[src/rtl/i2c_xfer_sequencer.sv]
// -----------------------------------------------------------------------------
// i2c_xfer_sequencer
//   Bit/byte sequencer for the I2C byte engine. It counts the data bits of each
//   byte (MSB first), inserts an ACK slot after every byte and counts the bytes
//   of a transfer. It also flags byte completion, last byte, NACK and the end
//   of the transfer. BitTick comes from the SCL timing generator. The phase and
//   status flags feed the shift-register/control FSM.
//
// Ports
//   Clk        in   system clock, rising edge
//   Rst_n      in   asynchronous active-low reset
//   Start      in   1-cycle pulse, begins a transfer when idle
//   NumBytes   in   bytes to transfer, sampled when Start is accepted
//   BitTick    in   1-cycle pulse per completed SCL bit (data or ACK slot)
//   AckIn      in   SDA sampled in the ACK slot (0=ACK, 1=NACK)
//   Abort      in   synchronous abort, highest priority
//   Busy       out  state is DATA or ACK
//   DataPhase  out  state is DATA
//   AckPhase   out  state is ACK
//   BitIdx     out  current data bit index, DATA_BITS-1 down to 0
//   BitZero    out  last data bit of the byte
//   BytesLeft  out  bytes remaining, including the current one
//   LastByte   out  current byte is the final one
//   ByteDone   out  1-cycle pulse: ACK slot completed
//   Nack       out  1-cycle pulse: NACK received
//   XferDone   out  1-cycle pulse: transfer ended (normally or by NACK)
// -----------------------------------------------------------------------------
module i2c_xfer_sequencer #(
  parameter int DATA_BITS  = 8,
  parameter int BYTE_CNT_W = 8,
  localparam int BIT_W     = $clog2(DATA_BITS)
) (
  input  logic                  Clk,
  input  logic                  Rst_n,
  input  logic                  Start,
  input  logic [BYTE_CNT_W-1:0] NumBytes,
  input  logic                  BitTick,
  input  logic                  AckIn,
  input  logic                  Abort,
  output logic                  Busy,
  output logic                  DataPhase,
  output logic                  AckPhase,
  output logic [BIT_W-1:0]      BitIdx,
  output logic                  BitZero,
  output logic [BYTE_CNT_W-1:0] BytesLeft,
  output logic                  LastByte,
  output logic                  ByteDone,
  output logic                  Nack,
  output logic                  XferDone
);

  typedef enum logic [1:0] {
    IDLE = 2'd0,
    DATA = 2'd1,
    ACK  = 2'd2
  } state_t;

  localparam logic [BIT_W-1:0]      BIT_TOP  = BIT_W'(DATA_BITS - 1);
  localparam logic [BYTE_CNT_W-1:0] BYTE_ONE = BYTE_CNT_W'(1);

  state_t                r_state;
  logic [BIT_W-1:0]      r_bit_idx;
  logic [BYTE_CNT_W-1:0] r_bytes_left;
  logic                  r_byte_done;
  logic                  r_nack;
  logic                  r_xfer_done;

  // NOTE: every register here is assigned with <=. All of them then sample the
  // same pre-edge values, whatever order the statements are written in.
  always_ff @(posedge Clk or negedge Rst_n) begin
    if (!Rst_n) begin
      r_state      <= IDLE;
      r_bit_idx    <= '0;
      r_bytes_left <= '0;
      r_byte_done  <= 1'b0;
      r_nack       <= 1'b0;
      r_xfer_done  <= 1'b0;
    end else begin
      // The pulses default low, so each one lasts exactly one cycle.
      r_byte_done <= 1'b0;
      r_nack      <= 1'b0;
      r_xfer_done <= 1'b0;

      if (Abort) begin
        r_state      <= IDLE;
        r_bit_idx    <= '0;
        r_bytes_left <= '0;
      end else begin
        case (r_state)
          IDLE: begin
            // Start is only looked at here. A Start in the cycle the FSM
            // leaves DATA/ACK is therefore dropped.
            if (Start) begin
              if (NumBytes != '0) begin
                r_state      <= DATA;
                r_bit_idx    <= BIT_TOP;
                r_bytes_left <= NumBytes;
              end else begin
                r_xfer_done  <= 1'b1;
              end
            end
          end

          DATA: begin
            if (BitTick) begin
              if (r_bit_idx != '0) r_bit_idx <= r_bit_idx - 1'b1;
              else                 r_state   <= ACK;
            end
          end

          ACK: begin
            if (BitTick) begin
              r_byte_done <= 1'b1;
              if (AckIn) begin
                // On a NACK, BytesLeft keeps the count of unacknowledged bytes.
                r_nack      <= 1'b1;
                r_xfer_done <= 1'b1;
                r_state     <= IDLE;
              end else if (r_bytes_left == BYTE_ONE) begin
                r_bytes_left <= '0;
                r_xfer_done  <= 1'b1;
                r_state      <= IDLE;
              end else begin
                r_bytes_left <= r_bytes_left - 1'b1;
                r_bit_idx    <= BIT_TOP;
                r_state      <= DATA;
              end
            end
          end

          default: begin
            r_state      <= IDLE;
            r_bit_idx    <= '0;
            r_bytes_left <= '0;
          end
        endcase
      end
    end
  end

  assign Busy      = (r_state == DATA) || (r_state == ACK);
  assign DataPhase = (r_state == DATA);
  assign AckPhase  = (r_state == ACK);
  assign BitIdx    = r_bit_idx;
  assign BitZero   = DataPhase && (r_bit_idx == '0);
  assign BytesLeft = r_bytes_left;
  assign LastByte  = Busy && (r_bytes_left == BYTE_ONE);
  assign ByteDone  = r_byte_done;
  assign Nack      = r_nack;
  assign XferDone  = r_xfer_done;

endmodule

[config.mk]
export PLATFORM = sky130hd
export DESIGN_NAME = i2c_xfer_sequencer
export DESIGN_NICKNAME = d
export VERILOG_FILES = /design/src/rtl/i2c_xfer_sequencer.sv
export SDC_FILE = /design/constraint.sdc
export NUM_CORES = 1
export LEC_CHECK = 0
export ABC_AREA = 1
export CAP_MARGIN = 10
export CORE_MARGIN = 2
export CORE_UTILIZATION = 45
export CTS_CLUSTER_DIAMETER = 60
export CTS_CLUSTER_SIZE = 8
export DETAILED_ROUTE_END_ITERATION = 8
export GPL_ROUTABILITY_DRIVEN = 0
export HOLD_SLACK_MARGIN = 0.12
export PLACE_DENSITY_LB_ADDON = 0.2
export SLEW_MARGIN = 25
export SYNTH_ARGS = -nofsm -noshare
export SYNTH_HDL_FRONTEND = slang
export SYNTH_SLANG_ARGS = --single-unit
[constraint.sdc]
create_clock -name Clk -period 2.2 [get_ports Clk]
set_input_delay 0.22 -clock Clk [delete_from_list [all_inputs] [get_ports Clk]]
set_output_delay 0.22 -clock Clk [all_outputs]
set_load 0.02 [all_outputs]
==> results.sh, run 1 <==
export IMPL_antenna_left=0
export IMPL_finalCritPeriodShare_pct=88.75
export IMPL_setup_viol=0
export IMPL_final_max_slew_viol_count=0
export IMPL_whs_ns=0.3693
export IMPL_end_kind="output port"
export IMPL_regArea_um2=400.4
export IMPL_die_h_um=56.99
export IMPL_crit_fanout=5
export IMPL_yosysMostFrequentCell="nand2_1"
export IMPL_fillCellCount=255
export IMPL_grt_pass1_vias=1219
export IMPL_finalCriticalPeriod_ns=1.953
export IMPL_slew_headroom_pct=47.61
export IMPL_grt_pass1_wl_um=5126
export IMPL_status="finished, final reports clean"
export IMPL_vdd_drop_max_uv=823.7
export IMPL_nets=245
export IMPL_synth_top_cell_by_area="dfrtp_1"
export IMPL_clockBufferDepth=2
export IMPL_synth_yosys_warnings=0
export IMPL_path_cells="inv_1 -> ha_1 -> clkdlybuf4s50_1"
export IMPL_rsz0062_at_grt="false"
export IMPL_timing_fmax_ghz=0.5121
export IMPL_drc=0
export IMPL_power_leakage_uw=0.0008379
export IMPL_drt_iter0_markers=46
export IMPL_first_pass_iters=4
export IMPL_core_area_mm2=0.002710
export IMPL_cts_root_buf="clkbuf_4"
export IMPL_num_rows=19
export IMPL_crit_buf_inv=2
export IMPL_cts_tree="built"
export IMPL_die_area_mm2=0.003248
export IMPL_multi_input_area_um2=760.7
export IMPL_clock_sinks=16
export IMPL_synth_area_mm2=0.001264
export IMPL_numPortBuffers=32
export IMPL_cp_required_ns=1.98
export IMPL_p_total_uw=2180
export IMPL_cp_data_arrival_time_ns=1.73
export IMPL_max_stage_delay_ns=0.64
export IMPL_synth_common_cells="nand2_1 (64), nor2_1 (21), inv_1 (19)"
export IMPL_antenna_found_initial=0
export IMPL_worstMarginPinSlew_ns=0.7833
export IMPL_ys_ff_latch=16
export IMPL_avgViaCountPerCell=5.099
export IMPL_synth_area_leaders="dfrtp_1 (32%), nand2_1 (19%), ha_1 (8.9%), nor2_1 (6.2%), inv_1 (5.6%)"
export IMPL_crit_path_start_kind="flop"
export IMPL_ys_flop_type="dfrtp_1"
export IMPL_maxCapViolations=0
export IMPL_wl_per_cell_um=12.08
export IMPL_tns_ns=0
export IMPL_hpwl_um=2434
export IMPL_async_flop_share_pct=100.0
export IMPL_yosysSeqAreaShare_pct=31.68
export IMPL_htree_num_levels=1
export IMPL_dieWidth_um=56.99
export IMPL_hold_viol_final=0
export IMPL_power_density_mw_per_mm2=1326
export IMPL_areaGrowthSynthToFinish_pct=30.10
export IMPL_path_class="flop to output port"
export IMPL_grt_overflow=0
export IMPL_cp_top_family="buffers and inverters"
export IMPL_ctsHoldBuffers=0
export IMPL_start_util_pct=46.63
export IMPL_yosysTopAreaCellShare_pct=31.68
export IMPL_synthCells=187
export IMPL_syn_nets=210
export IMPL_io_pins=33
export IMPL_synth_edff_count=0
export IMPL_clk_pin_slew_ns=0.11
export IMPL_dr_total_vias=1285
export IMPL_grt_max_degree=17
export IMPL_fin_skew_ns=0.01224
export IMPL_grtUsageTotal_pct=20.00
export IMPL_slowest_stage="clkdlybuf4s50_1"
export IMPL_clock_latency_ns=0.29
export IMPL_avgSynthCellArea_um2=6.758
export IMPL_drive_gt1_share_pct=11.31
export IMPL_hold_class="input pin to async pin"
export IMPL_cts_buffers=3
export IMPL_synth_cell_type_count=22
export IMPL_antennaDiodeCount=0
export IMPL_wl_um=3043
## power breakdown
group / internal, µW / switching (µW)
combinational: 569 / 871
clock: 101 / 104
sequential: 402 / 135
total: 1070 / 1110
## final cells by class
cell class              instances  share of cell area [%]
repair buffers                 32                   19.56
well taps                      31                   2.359
multi-input cells             146                   46.27
flip-flops and latches         16                   24.35
inverters                      23                   5.251
clock buffers                   4                   2.207
## flip-flops by register name, indices dropped and copies added, names as in the netlist
| name | cells |
|---|---|
| XferDone | 1 |
| r_state | 2 |
| BitIdx | 3 |
| Nack | 1 |
| ByteDone | 1 |
| BytesLeft | 8 |
## final timing paths
check	startpoint	cells past startpoint	slack, ns	to
max	r_state[0]$_DFFE_PN0P_	3	0.25	AckPhase
min	Rst_n	1	0.37	Nack$_DFF_PN0_
max reg2reg	r_state[1]$_DFFE_PN0P_	9	0.44	BitIdx[2]$_DFFE_PN0P_
min reg2reg	BitIdx[0]$_DFFE_PN0P_	2	0.55	BitIdx[0]$_DFFE_PN0P_
max in group asynchronous	Rst_n	1	1.33	BytesLeft[7]$_DFFE_PN0P_
min in group Clk	AckIn	3	0.52	Nack$_DFF_PN0_
## through the flow
step	instance area (µm²)	setup WS, ns	util (%)	instances
6_report	1644	0.2474	60.66	252
5_1_grt	1644	0.1454	60.66	252
4_1_cts	1639	0.02619	60.48	252
3_5_place_dp	1604	0.3103	59.19	248
3_3_place_gp	1604	0.3474	59.19	248
2_1_floorplan	1264	0.5764	-	187
## routing by layer
layer	part of all wire, %	vias to the layer above	track usage [%]
li1	-	647	-
met1	45	606	23.85
met2	50	28	35.47
met3	3.8	4	3.628
met4	1.1	0	7.973
met5	0	-	0
## worst register-to-register path: cells and delay by family (launching register included)
kind                       cells  cell delay (ns)
and+or+nand+nor                6             0.64
DFF                            1             0.43
adders and majority gates      1             0.36
buffers and inverters          2             0.21
## placed cells by master (no fill, tap or decap), drive strengths merged
cell type | Yosys | routed
xor2 | 2 | 2
clkbuf | 0 | 4
clkinv | 1 | 1
or2 | 1 | 1
nor2 | 31 | 31
o21bai | 1 | 1
dlymetal6s2s | 0 | 1
nand2 | 70 | 70
dlygate4sd2 | 0 | 1
dfrtp | 16 | 16
ha | 9 | 9
nand3 | 13 | 13
a21oi | 5 | 5
clkdlybuf4s50 | 0 | 30
inv | 22 | 22
o21ai | 11 | 11
nand4 | 2 | 2
nor3 | 1 | 1
## cell families after synthesis
family,count (synthesis),synth area share [%]
xor+xnor,2,1.386
flops,16,31.68
compound gates,17,6.930
simple gates,118,42.77
fa+ha+maj,9,8.911
buf+inv,25,8.317
## what timing repair did
| item | in CTS | in global routing |
|---|---|---|
| setup endpoints to repair | 1 | 1 |
| buffers inserted | 0 | 0 |
| gates resized for setup | 1 | 2 |
| hold endpoints to repair | 0 | 0 |
Note: power is estimated with default switching activity, not from simulation.
==> run 2: changes to the inputs <==
SLEW_MARGIN = 20   (was 25)
clock period = 1.9 ns   (was 2.2 ns; I/O delays follow)
==> run 2 against run 1 <==
  * First-iteration DRC count down 4.3%
  * Utilization up 1.8 points
  * Clock skew down 0.0060 ns
  * Die area unchanged
  * Flip-flop and latch count unchanged
  * Sequential power up 8.4%
  * Critical path type unchanged
==> results.sh, run 2 (same netlist as run 1, synthesis figures left out) <==
export IMPL_antennaDiodeCount=0
export IMPL_seq_power_share_pct=22.4
export IMPL_die_h_um=56.99
export IMPL_reg2reg_setup_slack_ns=0.18
export IMPL_first_pass_iters=5
export IMPL_power_density_mw_per_mm2=1530
export IMPL_cts_tree="built"
export IMPL_cp_top_family="flip-flops"
export IMPL_p_sw_uw=1294
export IMPL_end_kind="output port"
export IMPL_cp_data_arrival_time_ns=1.53
export IMPL_grt_pass1_wl_um=5354
export IMPL_p_total_uw=2591
export IMPL_tns_ns=0
export IMPL_worstMarginPinSlew_ns=0.3899
export IMPL_status="finished, final reports clean"
export IMPL_slowest_stage="dfrtp_1"
export IMPL_power_leakage_uw=0.0008735
export IMPL_p_sw_share_pct=49.94
export IMPL_dp_slack_ns=0.04135
export IMPL_io_pins=33
export IMPL_path_cells="inv_1 -> ha_1 -> nand3_1 -> nor2_4 -> inv_2 -> nor2_1 -> buf_2"
export IMPL_numPortBuffers=32
export IMPL_crit_buf_inv=3
export IMPL_comb_power_share_pct=68.6
export IMPL_setup_viol=0
export IMPL_dieWidth_um=56.99
export IMPL_fillCellCount=235
export IMPL_hold_class="input pin to async pin"
export IMPL_grt_pass1_vias=1277
export IMPL_cts_root_buf="clkbuf_4"
export IMPL_grt_max_degree=17
export IMPL_drt_iter0_markers=44
export IMPL_final_common_cell="nand2_1"
export IMPL_drc=0
export IMPL_grt_overflow=0
export IMPL_fin_skew_ns=0.006267
export IMPL_dr_total_vias=1278
export IMPL_drive_gt1_share_pct=14.85
export IMPL_crit_start="BytesLeft[1]$_DFFE_PN0P_"
export IMPL_rr_worst_depth=8
export IMPL_start_util_pct=46.63
export IMPL_antenna_found_initial=0
export IMPL_hpwl_um=2484
export IMPL_htree_num_levels=1
export IMPL_avgViaCountPerCell=4.915
export IMPL_ctsHoldBuffers=0
export IMPL_hold_viol_final=0
export IMPL_reg2reg_to="BitIdx[2]$_DFFE_PN0P_"
export IMPL_crit_end="LastByte"
export IMPL_num_rows=19
export IMPL_fin_cells=260
export IMPL_final_max_slew_viol_count=0
export IMPL_maxCapViolations=0
export IMPL_placed_cells=256
export IMPL_wl_per_cell_um=11.83
export IMPL_slew_headroom_pct=73.92
export IMPL_reg2reg_from="r_state[0]$_DFFE_PN0P_"
export IMPL_vdd_drop_max_uv=1026
export IMPL_cp_required_ns=1.71
export IMPL_final_cell_mix="nand2_1 (64), clkdlybuf4s50_1 (27), nor2_1 (21)"
export IMPL_antenna_left=0
export IMPL_core_area_mm2=0.002710
export IMPL_rsz0062_at_grt="false"
export IMPL_largest_register_ff_count=8
export IMPL_timing_fmax_ghz=0.5819
export IMPL_cp_depth=7
export IMPL_grtUsageTotal_pct=20.60
export IMPL_path_class="flop to output port"
export IMPL_nets=253
export IMPL_die_area_mm2=0.003248
export IMPL_p_int_uw=1297
export IMPL_clock_sinks=16
export IMPL_crit_fanout=3
export IMPL_wl_um=3076
export IMPL_clkPwrFrac_pct=9.0
export IMPL_utilization_pct=62.47
export IMPL_max_stage_delay_ns=0.41
export IMPL_crit_path_start_kind="flop"
export IMPL_clockBufferDepth=2
export IMPL_areaGrowthSynthToFinish_pct=33.96
export IMPL_timing_final_ws_setup_ns=0.1814
export IMPL_finalCritPeriodShare_pct=90.45
export IMPL_clock_latency_ns=0.29
export IMPL_cts_buffers=3
export IMPL_clk_pin_slew_ns=0.10
export IMPL_finalCriticalPeriod_ns=1.719
## run 2: cell types whose count changed in the layout (fill, tap and decap cells not counted)
cell / previous run / this run
buf_2: 0 / 1
buf_4: 0 / 8
clkdlybuf4s50_1: 30 / 27
dlygate4sd2_1: 1 / 4
dlymetal6s2s_1: 1 / 0
## run 2: how the worst min path moves through the flow
stage | startpoint | end | slack [ns] | cells past startpoint
4_1_cts | Rst_n | BytesLeft[0]$_DFFE_PN0P_ | 0.21 | 2
2_1_floorplan | Rst_n | BitIdx[0]$_DFFE_PN0P_ | -0.11 | 0
6_report | Rst_n | BytesLeft[0]$_DFFE_PN0P_ | 0.21 | 2
5_1_grt | Rst_n | BytesLeft[2]$_DFFE_PN0P_ | 0.23 | 2
3_5_place_dp | BitIdx[1]$_DFFE_PN0P_ | BitIdx[1]$_DFFE_PN0P_ | 0.52 | 2
3_3_place_gp | BitIdx[1]$_DFFE_PN0P_ | BitIdx[1]$_DFFE_PN0P_ | 0.52 | 2
## run 2: stage by stage
stage / area, µm² / hold WS, ns
2_1_floorplan: 1264 / -0.1056
3_3_place_gp: 1664 / 0.5162
3_5_place_dp: 1664 / 0.5169
4_1_cts: 1697 / 0.2104
5_1_grt: 1693 / 0.2310
6_report: 1693 / 0.2105
## run 2: what timing repair did
action                                  4_1_cts  5_1_grt
setup buffers                                 0        0
pin swaps                                     0        1
hold endpoints to repair                      0        0
gates resized for setup                       7        2
endpoints found under the setup margin        5        4
## run 2: layout make-up
class | count | area (µm²) | area share (%)
repair buffers | 40 | 370.4 | 21.88
well taps | 31 | 38.79 | 2.291
inverters | 23 | 86.33 | 5.100
flip-flops and latches | 16 | 400.4 | 23.65
clock buffers | 4 | 36.28 | 2.143
multi-input cells | 146 | 760.7 | 44.94
## run 2: layer usage
metal | vias up | part of all wire [%] | track usage (%)
met5 | - | 0 | 0
met4 | 0 | 1.4 | 8.638
met3 | 4 | 2.8 | 2.268
met2 | 23 | 54 | 38.75
met1 | 587 | 42 | 23.35
li1 | 664 | - | -
## run 2: power groups by stage
stage,clock network [µW],logic [µW],registers [µW]
2_1_floorplan,0,1010,729
3_3_place_gp,0,1750,581
3_5_place_dp,0,1800,589
4_1_cts,242,1770,582
5_1_grt,254,1990,598
6_report,232,1780,581
